$ cat src/rtl/count_sched_pkg.sv
// Shared definitions for the counter scheduler: state encoding, default width
// and the RUN-state watchdog limit.
package count_sched_defs;

    localparam int DEF_WIDTH = 4;

    typedef enum logic [2:0] {
        IDLE  = 3'd0,
        CLEAR = 3'd1,
        RUN   = 3'd2,
        DONE  = 3'd3,
        ABORT = 3'd4
    } state_t;

    // RUN cycles allowed without a match before the interval is aborted.
    function automatic int wd_limit(input int width, input int slack);
        return (1 << width) + slack;
    endfunction

endpackage

$ cat src/rtl/count_sched_arb.sv
// Winner select between the two requesters. With COUNT_SCHED_RR_EN defined a
// pointer alternates tie priority; otherwise requester 0 always wins ties.
module count_sched_arb (
    input  logic clk,
    input  logic rst,
    input  logic req0,
    input  logic req1,
    input  logic adv,
    input  logic last,
    output logic win,
    output logic valid
);

    assign valid = req0 | req1;

`ifdef COUNT_SCHED_RR_EN
    logic ptr;

    // After every finished or aborted interval, ties favour the other requester.
    always_ff @(posedge clk or negedge rst) begin
        if (!rst) begin
            ptr <= 1'b0;
        end else if (adv) begin
            ptr <= ~last;
        end
    end

    assign win = req1 & (~req0 | ptr);
`else
    logic unused_ok;
    assign unused_ok = ^{clk, rst, adv, last};
    assign win       = req1 & ~req0;
`endif

endmodule

$ cat src/rtl/count_sched.sv
// Shares one free-running up-counter between two requesters; tie-break policy
// selected by COUNT_SCHED_RR_EN (defined: round-robin, undefined: fixed).
module count_sched
    import count_sched_defs::*;
#(
    parameter int WIDTH      = DEF_WIDTH,
    parameter int CLR_CYCLES = 1,
    parameter int WD_SLACK   = 2
) (
    input  logic             clk,
    input  logic             rst,
    input  logic             req0,
    input  logic [WIDTH-1:0] tgt0,
    input  logic             req1,
    input  logic [WIDTH-1:0] tgt1,
    input  logic [WIDTH-1:0] cnt_in,
    output logic             cnt_clr,
    output logic             gnt0,
    output logic             gnt1,
    output logic             done0,
    output logic             done1,
    output logic             err,
    output logic             busy
);

    localparam int WD_LIMIT = wd_limit(WIDTH, WD_SLACK);
    localparam int WDW      = $clog2(WD_LIMIT + 1);

    state_t           state;
    logic [WIDTH-1:0] tgt_q;
    logic [1:0]       clr_cnt;
    logic [WDW-1:0]   wd_cnt;
    logic             owner;
    logic             hit;
    logic             wd_exp;
    logic             finish;
    logic             arb_win;
    logic             arb_valid;

    assign hit    = (cnt_in == tgt_q);
    assign wd_exp = (wd_cnt == WDW'(WD_LIMIT - 1));
    assign finish = (state == RUN) && (hit || wd_exp);

    count_sched_arb u_arb (
        .clk   (clk),
        .rst   (rst),
        .req0  (req0),
        .req1  (req1),
        .adv   (finish),
        .last  (owner),
        .win   (arb_win),
        .valid (arb_valid)
    );

    // A match wins over a watchdog expiry landing on the same cycle.
    always_ff @(posedge clk or negedge rst) begin
        if (!rst) begin
            state   <= IDLE;
            cnt_clr <= 1'b1;
            gnt0    <= 1'b0;
            gnt1    <= 1'b0;
            done0   <= 1'b0;
            done1   <= 1'b0;
            err     <= 1'b0;
            busy    <= 1'b0;
            tgt_q   <= '0;
            clr_cnt <= '0;
            wd_cnt  <= '0;
            owner   <= 1'b0;
        end else begin
            done0 <= 1'b0;
            done1 <= 1'b0;
            err   <= 1'b0;
            case (state)
                IDLE: begin
                    if (arb_valid) begin
                        state   <= CLEAR;
                        busy    <= 1'b1;
                        owner   <= arb_win;
                        gnt0    <= ~arb_win;
                        gnt1    <= arb_win;
                        tgt_q   <= arb_win ? tgt1 : tgt0;
                        clr_cnt <= 2'(CLR_CYCLES);
                    end
                end
                CLEAR: begin
                    clr_cnt <= clr_cnt - 2'd1;
                    if (clr_cnt == 2'd1) begin
                        state   <= RUN;
                        cnt_clr <= 1'b0;
                        wd_cnt  <= '0;
                    end
                end
                RUN: begin
                    if (hit) begin
                        state   <= DONE;
                        done0   <= ~owner;
                        done1   <= owner;
                        gnt0    <= 1'b0;
                        gnt1    <= 1'b0;
                        cnt_clr <= 1'b1;
                    end else if (wd_exp) begin
                        state   <= ABORT;
                        err     <= 1'b1;
                        gnt0    <= 1'b0;
                        gnt1    <= 1'b0;
                        cnt_clr <= 1'b1;
                    end else begin
                        wd_cnt <= wd_cnt + 1'b1;
                    end
                end
                DONE, ABORT: begin
                    state <= IDLE;
                    busy  <= 1'b0;
                end
                default: begin
                    state   <= IDLE;
                    busy    <= 1'b0;
                    cnt_clr <= 1'b1;
                    gnt0    <= 1'b0;
                    gnt1    <= 1'b0;
                end
            endcase
        end
    end

endmodule

$ cat config.mk
export PLATFORM = sky130hd
export DESIGN_NAME = count_sched
export DESIGN_NICKNAME = d
export VERILOG_FILES = /design/src/rtl/count_sched_pkg.sv /design/src/rtl/count_sched_arb.sv /design/src/rtl/count_sched.sv
export SDC_FILE = /design/constraint.sdc
export NUM_CORES = 1
export LEC_CHECK = 0
export ABC_AREA = 1
export CORE_MARGIN = 2
export CORE_UTILIZATION = 40
export DETAILED_ROUTE_END_ITERATION = 6
export GPL_TIMING_DRIVEN = 0
export HOLD_SLACK_MARGIN = 0.08
export PLACE_DENSITY = 0.6
export SYNTH_ARGS = -nofsm -noshare
export SYNTH_HDL_FRONTEND = slang
export SYNTH_HIERARCHICAL = 1
export SYNTH_SLANG_ARGS = --single-unit
$ cat constraint.sdc
create_clock -name clk -period 2.2 [get_ports clk]
set_clock_uncertainty 0.15 [all_clocks]
set_input_delay 0.44 -clock clk [delete_from_list [all_inputs] [get_ports clk]]
set_output_delay 0.44 -clock clk [all_outputs]
set_load 0.02 [all_outputs]
# After elaboration in Yosys (flattened, before gate mapping)
# Index checks and enable logic that the tools add are counted.
totals:
  output_inout_bits: 7
  inputBits: 16
  regBits: 22
  elab_cells: 78
op_classes:
  addsub: 2
  bitwise: 8
  muxes: 31
  n_eq_ne: 12
  reduce_logical: 13
op_table:
  columns: ["cell", "count"]
  rows:
  - ["1-bit 2-to-1 mux", 15]
  - ["5-bit 2-to-1 mux", 3]
  - ["3-bit 2-to-1 mux", 4]
  - ["5-bit case mux with 2 select lines", 1]
  - ["1-bit case mux with 3 select lines", 3]
  - ["3-bit case mux with 3 select lines", 1]
  - ["3-bit AND reduction", 3]
  - ["2-bit inequality test, second input constant", 4]
  - ["3-bit by 2-bit == test with 1-bit output, second input constant", 2]
  - ["1-bit NOT", 6]
  - ["2-bit AND reduction", 3]
  - ["3-bit OR reduction", 2]
  - ["5-bit by 1-bit adder with 5-bit output, second input constant", 1]
  - ["5-bit == test, second input constant", 1]
  - ["4-bit == test", 1]
  - ["4-bit 2-to-1 mux", 1]
  - ["2-bit case mux with 2 select lines", 1]
  - ["4-bit AND reduction", 1]
  - ["2-bit nonzero test", 2]
  - ["3-bit by 1-bit == test with 1-bit output, second input constant", 1]
  - ["3-bit == test, second input constant", 1]
  - ["3-bit zero test", 1]
  - ["3-bit inequality test, second input constant", 1]
  - ["2-bit by 1-bit == test with 1-bit output, second input constant", 1]
  - ["other kinds (6)", 6]

# Longest topological paths before layout
# Gate-level depths: netlist (run 1).
logic_depth:
  word_depth: 5
  mapped_depth: 9

# Cells and area by module
# The synthesis (run 1) kept the hierarchy.
modules_own_cells:
  columns: ["mod", "seq_area_each_um2", "area_each_um2", "instances", "cells_each"]
  rows:
  - ["count_sched", 551.8, 1162.4, 1, 150]
  - ["count_sched_arb", 0.0, 15.0, 1, 4]

# Worst setup path after synthesis (run 1)
# Ideal clock, no wire load.
synth_path:
  path_type: "reg2reg"
  startpoint: "register wd_cnt[0]"
  endpoint: "register wd_cnt[2]"
  arrival_ns: 1.170
  n_path_buf: 0
  slack_ns: 0.763
  setup_ns: 0.117
  path_stages_with_launch: 8
  t_required_ns: 1.933
  cell_sequence: "dfrtp_1 ha_1 nand3_1 nand2_1 a21oi_2 nand2_2 nand2_1 nand2_1"
synth_between:
  elab_chain_len: 4
  word_cells_on_any_way: 7
  cone_classes: "add/sub: 1; eq/ne: 2; mux: 3; reduce/logical: 1"
synth_lines:
  columns: ["element", "line_no", "rtl"]
  rows:
  - ["start: declaration", "count_sched.sv:32", "logic [WDW-1:0] wd_cnt;"]
  - ["start signal: assignment", "count_sched.sv:109", "wd_cnt <= wd_cnt + 1'b1;"]
  - ["5-bit by 1-bit adder with 5-bit output", "count_sched.sv:109", null]
  - ["5-bit 2-to-1 mux", "count_sched.sv:102", "end else if (wd_exp) begin"]
  - ["5-bit 2-to-1 mux", "count_sched.sv:95", "if (hit) begin"]
  - ["5-bit case mux with 2 select lines", "count_sched.sv:74", "case (state)"]
# Several ways; a longest one is shown, not always the timed one. The select of a mux whose other input is x is not followed.
# A chain may end at the register's enable or synchronous reset.

# Final worst setup path (run 1)
layout_path:
  startpoint: "register cnt_clr"
  endpoint: "output port cnt_clr"
layout_rtl:
  columns: ["element", "line_no", "rtl"]
  rows:
  - ["start: declaration", "count_sched.sv:17", "output logic cnt_clr,"]
  - ["start signal: assignment", "count_sched.sv:59", "cnt_clr <= 1'b1;"]
  - ["start signal: assignment", "count_sched.sv:90", "cnt_clr <= 1'b0;"]
  - ["start signal: assignment", "count_sched.sv:101", "cnt_clr <= 1'b1;"]
# No word-level cell between the ends.

==> metrics.txt, run 1 <==
WP buf/inv=1; n_diodes=0; Final Critical Period=2039 ps; largest net degree at the start of global routing=23; max-capacitance violation count=0; Max rail drop VDD=597.7 uV; # IOs=23; Final Hold Vio Count=0; Total Wirelength=2193 um; CTS Buffer Depth=2; clock transition at the registers of the reported paths=120 ps; Die Area=3380 sq um; worst setup margin=161.1 ps; CP delay by family, top=buffers and inverters; drt wl/cell=10.44 um; Power Total=0.001611 W; fillers=272; crit-path cells=clkdlybuf4s50_1; Critical Path AT=1450 ps; fmax=490.5 MHz; CTS tree=done; htree depth=1; Internal=0.0009340 W; buffer count from post-CTS setup fixing=0; DR iter-0 viols=36; drt first pass iters=4; Die Wd=58.14 um; detailed-route via count=986; layout cells sized above 1=7.263%; status=completed; RD Place Congestion=0.7151; critical path's slowest cell=clkdlybuf4s50_1; Crit path largest cell delay=590 ps; Min Hold Slack=282.6 ps; initial antenna violation count=0; PortBufs=22; critical path launch point type=flop; Synth Instances=153; Synth Area per Inst=7.663 sq um; Reg power frac=39.1%; routed length on met3=94 um; CP endpoint kind=output pin; first-pass GRT wire length=3939 um; switch share=42.04%; vias per cell=4.695; Ys Warns=6; CTS Hold Buffers Added=0; final setup TNS=0 ps; kind of critical path=flop to output pin; CTS root buffer=clkbuf_4; Residual DRC=0; Clk network pwr share=12.1%; Final ANT Viol Nets=0; CP Max Fanout=2; DIE HEIGHT=58.14 um; Layout area overhead=24.33%; CTS buffer count=3; met1 WL=1070 um; Req. time, crit path=1610 ps; top routing layer in use=met4; grt ovf=0; Mapped Area=1172 sq um; WL met2=1016 um; Final period util=92.68%; dpl ws=120.8 ps; Syn Nets=172; sw power=0.0006774 W; core area=2781 sq um; GRT Util Overall=15.24%; Hold Path Class=flop to flop; Worst Max-Slew Pin Slew=981.4 ps; R2R Setup Slk=640 ps; Initial Util=42.15%; Leak=0.7558 nW; Final nets=199; combinational share of power=48.8%; Pwr Density=1105 nW/um^2; later-pin clock latency in the skew report=310 ps; vias in the first global route=938; post-CTS resize count=0; # setup viols final=0; TritonCTS Sinks=22; RSZ-0062 raised after global routing=false; Site Rows=19; Final Slew Violations=0; DP HPWL=1699 um; Max-slew headroom=34.37%
layer usage:
layer / vias up / global-route usage [%]
li1: 531 / -
met1: 438 / 18.87
met2: 15 / 26.30
met3: 2 / 4.688
met4: 0 / 2.990
met5: - / 0
power groups by stage:
stage,Combinational [W],Clock (W),Sequential [W]
3_5_place_dp,0.000797,0,0.000639
2_1_floorplan,0.000531,0,0.000671
3_3_place_gp,0.000785,0,0.000635
4_1_cts,0.000801,0.000206,0.000631
6_report,0.000786,0.000195,0.000630
5_1_grt,0.000910,0.000221,0.000649
placed cells by master (no fill, tap or decap), drive strengths merged:
master         count
o211ai             4
nand2             52
buf                1
xnor2              3
inv               25
nor2              16
nand4              2
or2                1
clkdlybuf4s50     22
dfrtp             21
nand3             10
a22o               1
ha                 3
nor3               1
o21ba              1
o21ai              7
clkbuf             5
a21oi              3
dfstp              1
stage by stage:
step | cells | utilization, % | instance area [sq um]
after floorplan | 153 | - | 1172
after global placement | 206 | 51.46 | 1431
after detailed placement | 206 | 51.46 | 1431
after CTS | 210 | 52.41 | 1458
after global routing | 210 | 52.41 | 1458
final | 210 | 52.41 | 1458
registers in the layout (all words and copies together), names as in the netlist:
register	flops
clr_cnt	2
gnt1	1
done0	1
cnt_clr	1
busy	1
state	3
owner	1
gnt0	1
err	1
wd_cnt	5
done1	1
tgt_q	4
layout make-up:
cell class | count | area (sq um) | area share (%)
plain buffers | 2 | 11.26 | 0.7725
clock buffers | 4 | 26.28 | 1.803
inverters | 25 | 93.84 | 6.438
multi-input cells | 104 | 515.5 | 35.36
flip-flops and latches | 22 | 551.8 | 37.85
well taps | 31 | 38.79 | 2.661
repair buffers | 22 | 220.2 | 15.11
worst paths after layout:
| path | from | end | depth (start not counted) |
|---|---|---|---|
| max in group asynchronous | rst | clr_cnt[1]$_DFFE_PN0P_ | 1 |
| worst min register to register | owner$_DFFE_PN0P_ | done0$_DFF_PN0_ | 1 |
| worst max-delay path | cnt_clr$_DFFE_PN1P_ | cnt_clr | 1 |
| worst max register to register | wd_cnt[0]$_DFFE_PN0P_ | wd_cnt[0]$_DFFE_PN0P_ | 7 |
| min in group asynchronous | rst | done0$_DFF_PN0_ | 1 |
| worst min-delay path | owner$_DFFE_PN0P_ | done0$_DFF_PN0_ | 1 |
No activity file was read; power rests on OpenSTA's default activity.
==> run 2: changes to the inputs <==
--- a/config.mk
+++ b/config.mk
@@ -14,5 +14,4 @@
 export PLACE_DENSITY = 0.6
 export SYNTH_ARGS = -nofsm -noshare
 export SYNTH_HDL_FRONTEND = slang
-export SYNTH_HIERARCHICAL = 1
 export SYNTH_SLANG_ARGS = --single-unit
==> run 2 against run 1 <==
Compared with the run above:
- flip-flop and latch count unchanged
- cell count is 0.95% higher
- design area increased by 4.1%
- core utilization shrank 1.4 points
- clock power shrank 5%
- setup slack better by 21 ps
- worst hold slack improved by 32 ps
- total power up 7.1%
- synthesized cell count is the same
- global-route usage up 0.50 points
- sequential power is 3% higher
- fmax grew 1.0%
==> metrics.txt, run 2 <==
status=completed (unchanged); Layout area overhead=23.40% (was 24.33%); max-capacitance violation count=0 (unchanged); CP Max Fanout=2 (unchanged); core area=2978 sq um (was 2781 sq um); Critical Path Stages=1 (unchanged); reg-to-reg critical path endpoint=wd_cnt[4]$_DFFE_PN0P_ (was wd_cnt[0]$_DFFE_PN0P_); critical path launch point type=flop (unchanged); most frequent cells in the layout=nand2_1 (50), nor2_1 (24), clkdlybuf4s50_1 (22), dfrtp_1 (21), inv_1 (14) (was nand2_1 (50), inv_1 (24), clkdlybuf4s50_1 (22), dfrtp_1 (21), nor2_1 (15)); RR Startpoint=wd_cnt[0]$_DFFE_PN0P_ (unchanged); Synth Flop Type=dfrtp_1; RD Place Congestion=0.7877 (was 0.7151); fillers=287 (was 272); Crit path largest cell delay=590 ps (about the same); Final period util=91.74% (was 92.68%); n_diodes=0 (unchanged); Max rail drop VDD=602.6 uV (was 597.7 uV); Ys Warns=0 (was 6); Synth Area per Inst=8.039 sq um (was 7.663 sq um); RSZ-0062 raised after global routing=false (unchanged); CTS root buffer=clkbuf_4 (unchanged); final setup TNS=0 ps (unchanged); Final nets=199 (unchanged); most frequent cells after synthesis=nand2_1 (50), nor2_1 (24), dfrtp_1 (21); Synth Instances=153 (unchanged); Residual DRC=0 (unchanged); Worst Setup EP=cnt_clr (unchanged); WP buf/inv=1 (unchanged); hold path cells=2 (was 1); Leak=0.7749 nW (was 0.7558 nW); detailed-route via count=1020 (was 986); number of flip-flops in the largest register=5 (unchanged); layout cells sized above 1=12.85% (was 7.263%); Mapped Area=1230 sq um (was 1172 sq um); CTS buffer count=3 (unchanged); Initial Util=41.30% (was 42.15%); Final Hold Vio Count=0 (unchanged); DIE HEIGHT=59.45 um (was 58.14 um); vias in the first global route=981 (was 938); register area=551.8 sq um (unchanged); final core occ=50.97% (was 52.41%); post-synthesis sequential area ratio=44.86%; Final Critical Period=2018 ps (was 2039 ps); Reg2Reg Depth=7 (unchanged); hold_sp=cnt_clr$_DFFE_PN1P_ (was owner$_DFFE_PN0P_); # setup viols final=0 (unchanged); grt ovf=0 (unchanged); DR iter-0 viols=66 (was 36); final instance area=1518 sq um (was 1458 sq um); Most flops, register=wd_cnt (unchanged); clock transition at the registers of the reported paths=110 ps (was 120 ps); # IOs=23 (unchanged); Regs by FF count=wd_cnt: 5 flops, tgt_q: 4 flops, state: 3 flops (unchanged); multi-input combinational cell area=605.6 sq um (was 515.5 sq um); CTS Buffer Depth=2 (unchanged); drt first pass iters=4 (unchanged); Final Slew Violations=0 (unchanged); dominant cells by area after synthesis=dfrtp_1 (43%), nand2_1 (15%), nor2_1 (7.3%); Worst Setup SP=cnt_clr$_DFFE_PN1P_ (unchanged); TritonCTS Sinks=22 (unchanged); Hold Path Class=flop to flop (unchanged); commonest non-fill, non-tap cell in the layout=nand2_1 (unchanged); CTS tree=done (unchanged); vias per cell=4.811 (was 4.695); Site Rows=20 (was 19); most frequent cell after synthesis=nand2_1; DP HPWL=1798 um (was 1699 um); Worst Max-Slew Pin Slew=992.6 ps (was 981.4 ps); later-pin clock latency in the skew report=300 ps (was 310 ps); Critical Path AT=1430 ps (was 1450 ps); crit-path cells=clkdlybuf4s50_1 (unchanged); Syn Nets=172 (unchanged); CP endpoint kind=output pin (unchanged); fmax=495.5 MHz (was 490.5 MHz); critical path's slowest cell=clkdlybuf4s50_1 (unchanged); Synth async-reset ratio=100.0%; Cell Area, Placed=1491 sq um (was 1431 sq um); Die Wd=59.45 um (was 58.14 um); cell taking the most area after synthesis=dfrtp_1; share of the synthesized area in the top cell type=42.73%; Die Area=3534 sq um (was 3380 sq um); Pwr Density=1137 nW/um^2 (was 1105 nW/um^2); post-CTS resize count=0 (unchanged); buffer count from post-CTS setup fixing=0 (unchanged); #FFs+latches synth=22; post-synth cell types=24; largest net degree at the start of global routing=23 (unchanged); Total Wirelength=2324 um (was 2193 um); CTS Hold Buffers Added=0 (unchanged); initial antenna violation count=0 (unchanged); R2R Setup Slk=560 ps (was 640 ps); drt wl/cell=10.96 um (was 10.44 um); GRT Util Overall=15.73% (was 15.24%); htree depth=1 (unchanged); Req. time, crit path=1610 ps (about the same); first-pass GRT wire length=4209 um (was 3939 um); Max-slew headroom=33.62% (was 34.37%); Post-synth EDFFs=0; PortBufs=22 (unchanged); CP delay by family, top=buffers and inverters (unchanged); kind of critical path=flop to output pin (unchanged); Final ANT Viol Nets=0 (unchanged)
## run 2: logic make-up (layout without fill, tap and decap cells)
family                   count (synthesis)  in the layout  share of synthesized area [%]
buffers and inverters                   19             45                          5.900
XOR/XNOR                                 3              3                          2.137
AO/OA/AOI/OAI                           10             10                          7.629
multiplexers                             1              1                         0.9155
AND/OR/NAND/NOR                         95             95                          35.50
adder cells (fa/ha/maj)                  3              3                          3.052
flip-flops                              22             22                          44.86
## run 2: routing by layer
metal | GRT usage (%) | share of wire [%]
met4 | 5.844 | 0.86
met1 | 19.39 | 46
met2 | 27.63 | 50
met5 | 0 | 0
met3 | 2.183 | 3.7
## run 2: power breakdown
| part | total [W] | internal [W] | switching, W |
|---|---|---|---|
| combinational | 0.000889 | 0.000363 | 0.000526 |
| clock | 0.000186 | 0.0000705 | 0.000115 |
| sequential | 0.000650 | 0.000544 | 0.000106 |
## run 2: worst min path at each step
| stage | to | slack (ps) |
|---|---|---|
| after floorplan | busy$_DFFE_PN0P_ | -6 |
| after detailed placement | cnt_clr$_DFFE_PN1P_ | 300 |
| after CTS | cnt_clr$_DFFE_PN1P_ | 320 |
| after global routing | cnt_clr$_DFFE_PN1P_ | 340 |
| final | cnt_clr$_DFFE_PN1P_ | 310 |
| after global placement | cnt_clr$_DFFE_PN1P_ | 300 |
## run 2: worst register-to-register path: cells and delay by family (launching register included)
family,cells,cell delay (ps)
flops,1,450
simple gates,5,460
compound gates,1,250
fa+ha+maj,1,220
## run 2: cell type report
type	count	area share, %
repair buffers	22	14.51
plain buffers	1	0.3298
multi-input cells	112	39.90
flip-flops and latches	22	36.36
well taps	33	2.721
clock buffers	4	1.731
inverters	18	4.452
## run 2: metrics by stage
stage	setup slack, ps	power [W]	hold slack (ps)	cells
6_report	181.7	0.001725	314.6	212
5_1_grt	123.3	0.001892	340.3	212
4_1_cts	158.8	0.001743	319.7	212
3_5_place_dp	150.6	0.001551	301.6	208
3_3_place_gp	188.2	0.001528	298.1	208
2_1_floorplan	731.8	0.001301	-5.591	153
==> run 3: changes to the inputs <==
--- a/config.mk
+++ b/config.mk
@@ -12,6 +12,7 @@
 export GPL_TIMING_DRIVEN = 0
 export HOLD_SLACK_MARGIN = 0.08
 export PLACE_DENSITY = 0.6
+export SETUP_SLACK_MARGIN = 0.4
 export SYNTH_ARGS = -nofsm -noshare
 export SYNTH_HDL_FRONTEND = slang
 export SYNTH_SLANG_ARGS = --single-unit
==> run 3 against run 2 <==
Compared with the run above:
- routed wire length shrank 1.1%
- clock power is essentially flat
- die area is the same
- sequential share of layout area shrank 0.24 points
- setup slack gained 300 ps
- highest routed layer unchanged
- cell count is the same
- non-clock buffer count is the same
- via count shrank 0.20%
- largest cell class unchanged
- global-route usage is essentially flat
==> metrics.txt, run 3 (synthesis results as in run 2) <==
PortBufs=22 (unchanged); Die Wd=59.45 um (unchanged); Worst Max-Slew Pin Slew=973.1 ps (was 992.6 ps); Die Area=3534 sq um (unchanged); Total Wirelength=2298 um (was 2324 um); core area=2978 sq um (unchanged); fillers=293 (was 287); max-capacitance violation count=0 (unchanged); n_diodes=0 (unchanged); Most flops, register=wd_cnt (unchanged); RSZ-0062 raised after global routing=false (unchanged); Layout area overhead=24.21% (was 23.40%); layout cells sized above 1=13.97% (was 12.85%); Final ANT Viol Nets=0 (unchanged); initial antenna violation count=0 (unchanged); Crit path largest cell delay=540 ps (was 590 ps); Final nets=199 (unchanged); htree depth=1 (unchanged); kind of critical path=flop to output pin (unchanged); DP HPWL=1798 um (unchanged); status=completed (unchanged); CP delay by family, top=flip-flops (was buffers and inverters); GRT Util Overall=15.78% (was 15.73%); CTS root buffer=clkbuf_4 (unchanged); # setup viols final=0 (unchanged); Site Rows=20 (unchanged); critical path launch point type=flop (unchanged); grt ovf=0 (unchanged); Residual DRC=0 (unchanged); Min Hold Slack=314.6 ps (about the same); commonest non-fill, non-tap cell in the layout=nand2_1 (unchanged); detailed-route via count=1018 (was 1020); CTS Buffer Depth=2 (unchanged); Final Critical Period=1718 ps (was 2018 ps); crit-path cells=clkdlybuf4s15_1 (was clkdlybuf4s50_1); first-pass GRT wire length=4222 um (was 4209 um); critical path's slowest cell=dfstp_2 (was clkdlybuf4s50_1); Final period util=78.09% (was 91.74%); WP buf/inv=1 (unchanged); DIE HEIGHT=59.45 um (unchanged); Regs by FF count=wd_cnt: 5 flops, tgt_q: 4 flops, state: 3 flops (unchanged); CP endpoint kind=output pin (unchanged); DR iter-0 viols=51 (was 66); Hold Path Class=flop to flop (unchanged); CP Max Fanout=2 (unchanged); RD Place Congestion=0.7877 (unchanged); post-CTS resize count=7 (was 0); drt wl/cell=10.84 um (was 10.96 um); Final Slew Violations=0 (unchanged); later-pin clock latency in the skew report=300 ps (about the same); number of flip-flops in the largest register=5 (unchanged); # IOs=23 (unchanged); final setup TNS=0 ps (unchanged); CTS buffer count=3 (unchanged); Final Hold Vio Count=0 (unchanged); largest net degree at the start of global routing=23 (unchanged); fmax=582.1 MHz (was 495.5 MHz); TritonCTS Sinks=22 (unchanged); vias in the first global route=985 (was 981); most frequent cells in the layout=nand2_1 (50), nor2_1 (22), dfrtp_1 (21), clkdlybuf4s50_1 (15), inv_1 (14) (was nand2_1 (50), nor2_1 (24), clkdlybuf4s50_1 (22), dfrtp_1 (21), inv_1 (14)); clock transition at the registers of the reported paths=110 ps (about the same); Leak=0.7983 nW (was 0.7749 nW); CTS tree=done (unchanged); drt first pass iters=4 (unchanged); CTS Hold Buffers Added=0 (unchanged); Max-slew headroom=34.92% (was 33.62%); Critical Path AT=1130 ps (was 1430 ps); Req. time, crit path=1610 ps (about the same); Max rail drop VDD=579.7 uV (was 602.6 uV); Initial Util=41.30% (unchanged); Pwr Density=1126 nW/um^2 (was 1137 nW/um^2); vias per cell=4.802 (was 4.811); buffer count from post-CTS setup fixing=0 (unchanged)
-- run 3: cell count changes in the layout (fill, tap and decap cells not counted), sizes merged --
cell	change
dlygate4sd2	+6
clkdlybuf4s15	+1
clkdlybuf4s50	-7
-- run 3: path summary, 6_finish.rpt --
kind	startpoint	to	slack [ps]	cells past startpoint
setup reg to reg	state[2]$_DFFE_PN0P_	wd_cnt[4]$_DFFE_PN0P_	540	6
setup / recovery	cnt_clr$_DFFE_PN1P_	cnt_clr	480	1
max in group asynchronous	rst	clr_cnt[0]$_DFFE_PN0P_	790	1
hold / removal	cnt_clr$_DFFE_PN1P_	cnt_clr$_DFFE_PN1P_	310	2
hold reg to reg	cnt_clr$_DFFE_PN1P_	cnt_clr$_DFFE_PN1P_	310	2
min in group asynchronous	rst	wd_cnt[2]$_DFFE_PN0P_	510	1
-- run 3: layout make-up --
type / count / area [sq um] / area share, %
multi-input cells: 112 / 623.1 / 40.79
flip-flops and latches: 22 / 551.8 / 36.12
repair buffers: 22 / 212.7 / 13.92
inverters: 18 / 67.56 / 4.423
well taps: 33 / 41.29 / 2.703
clock buffers: 4 / 26.28 / 1.720
plain buffers: 1 / 5.005 / 0.3276
-- run 3: layer usage --
metal  GRT usage [%]  wire [um]
met5               0          0
met1           19.39       1060
met3           2.183         85
met4           5.844         20
met2           27.79       1130
-- run 3: stage by stage --
step / util, % / cells / cell area, sq um / setup WS [ps] / power (W)
after global routing: 51.30 / 212 / 1528 / 405.7 / 0.001890
after floorplan: - / 153 / 1230 / 731.8 / 0.001301
after detailed placement: 50.08 / 208 / 1491 / 150.6 / 0.001551
after CTS: 50.67 / 212 / 1509 / 428.9 / 0.001713
after global placement: 50.08 / 208 / 1491 / 188.2 / 0.001528
final: 51.30 / 212 / 1528 / 482.1 / 0.001721
-- run 3: power breakdown --
part	total, W	internal (W)	leakage (nW)	switching [W]
Combinational	0.000887	0.000345	0.500	0.000542
Sequential	0.000648	0.000544	0.283	0.000104
Clock	0.000186	0.0000706	0.0150	0.000115
Total	0.00172	0.000959	0.798	0.000761
-- run 3: worst register-to-register path, delay by kind of cell (launching register included) --
kind	cells	cell delay, ps
AO/OA/AOI/OAI	1	250
flip-flops	1	500
AND/OR/NAND/NOR	5	670
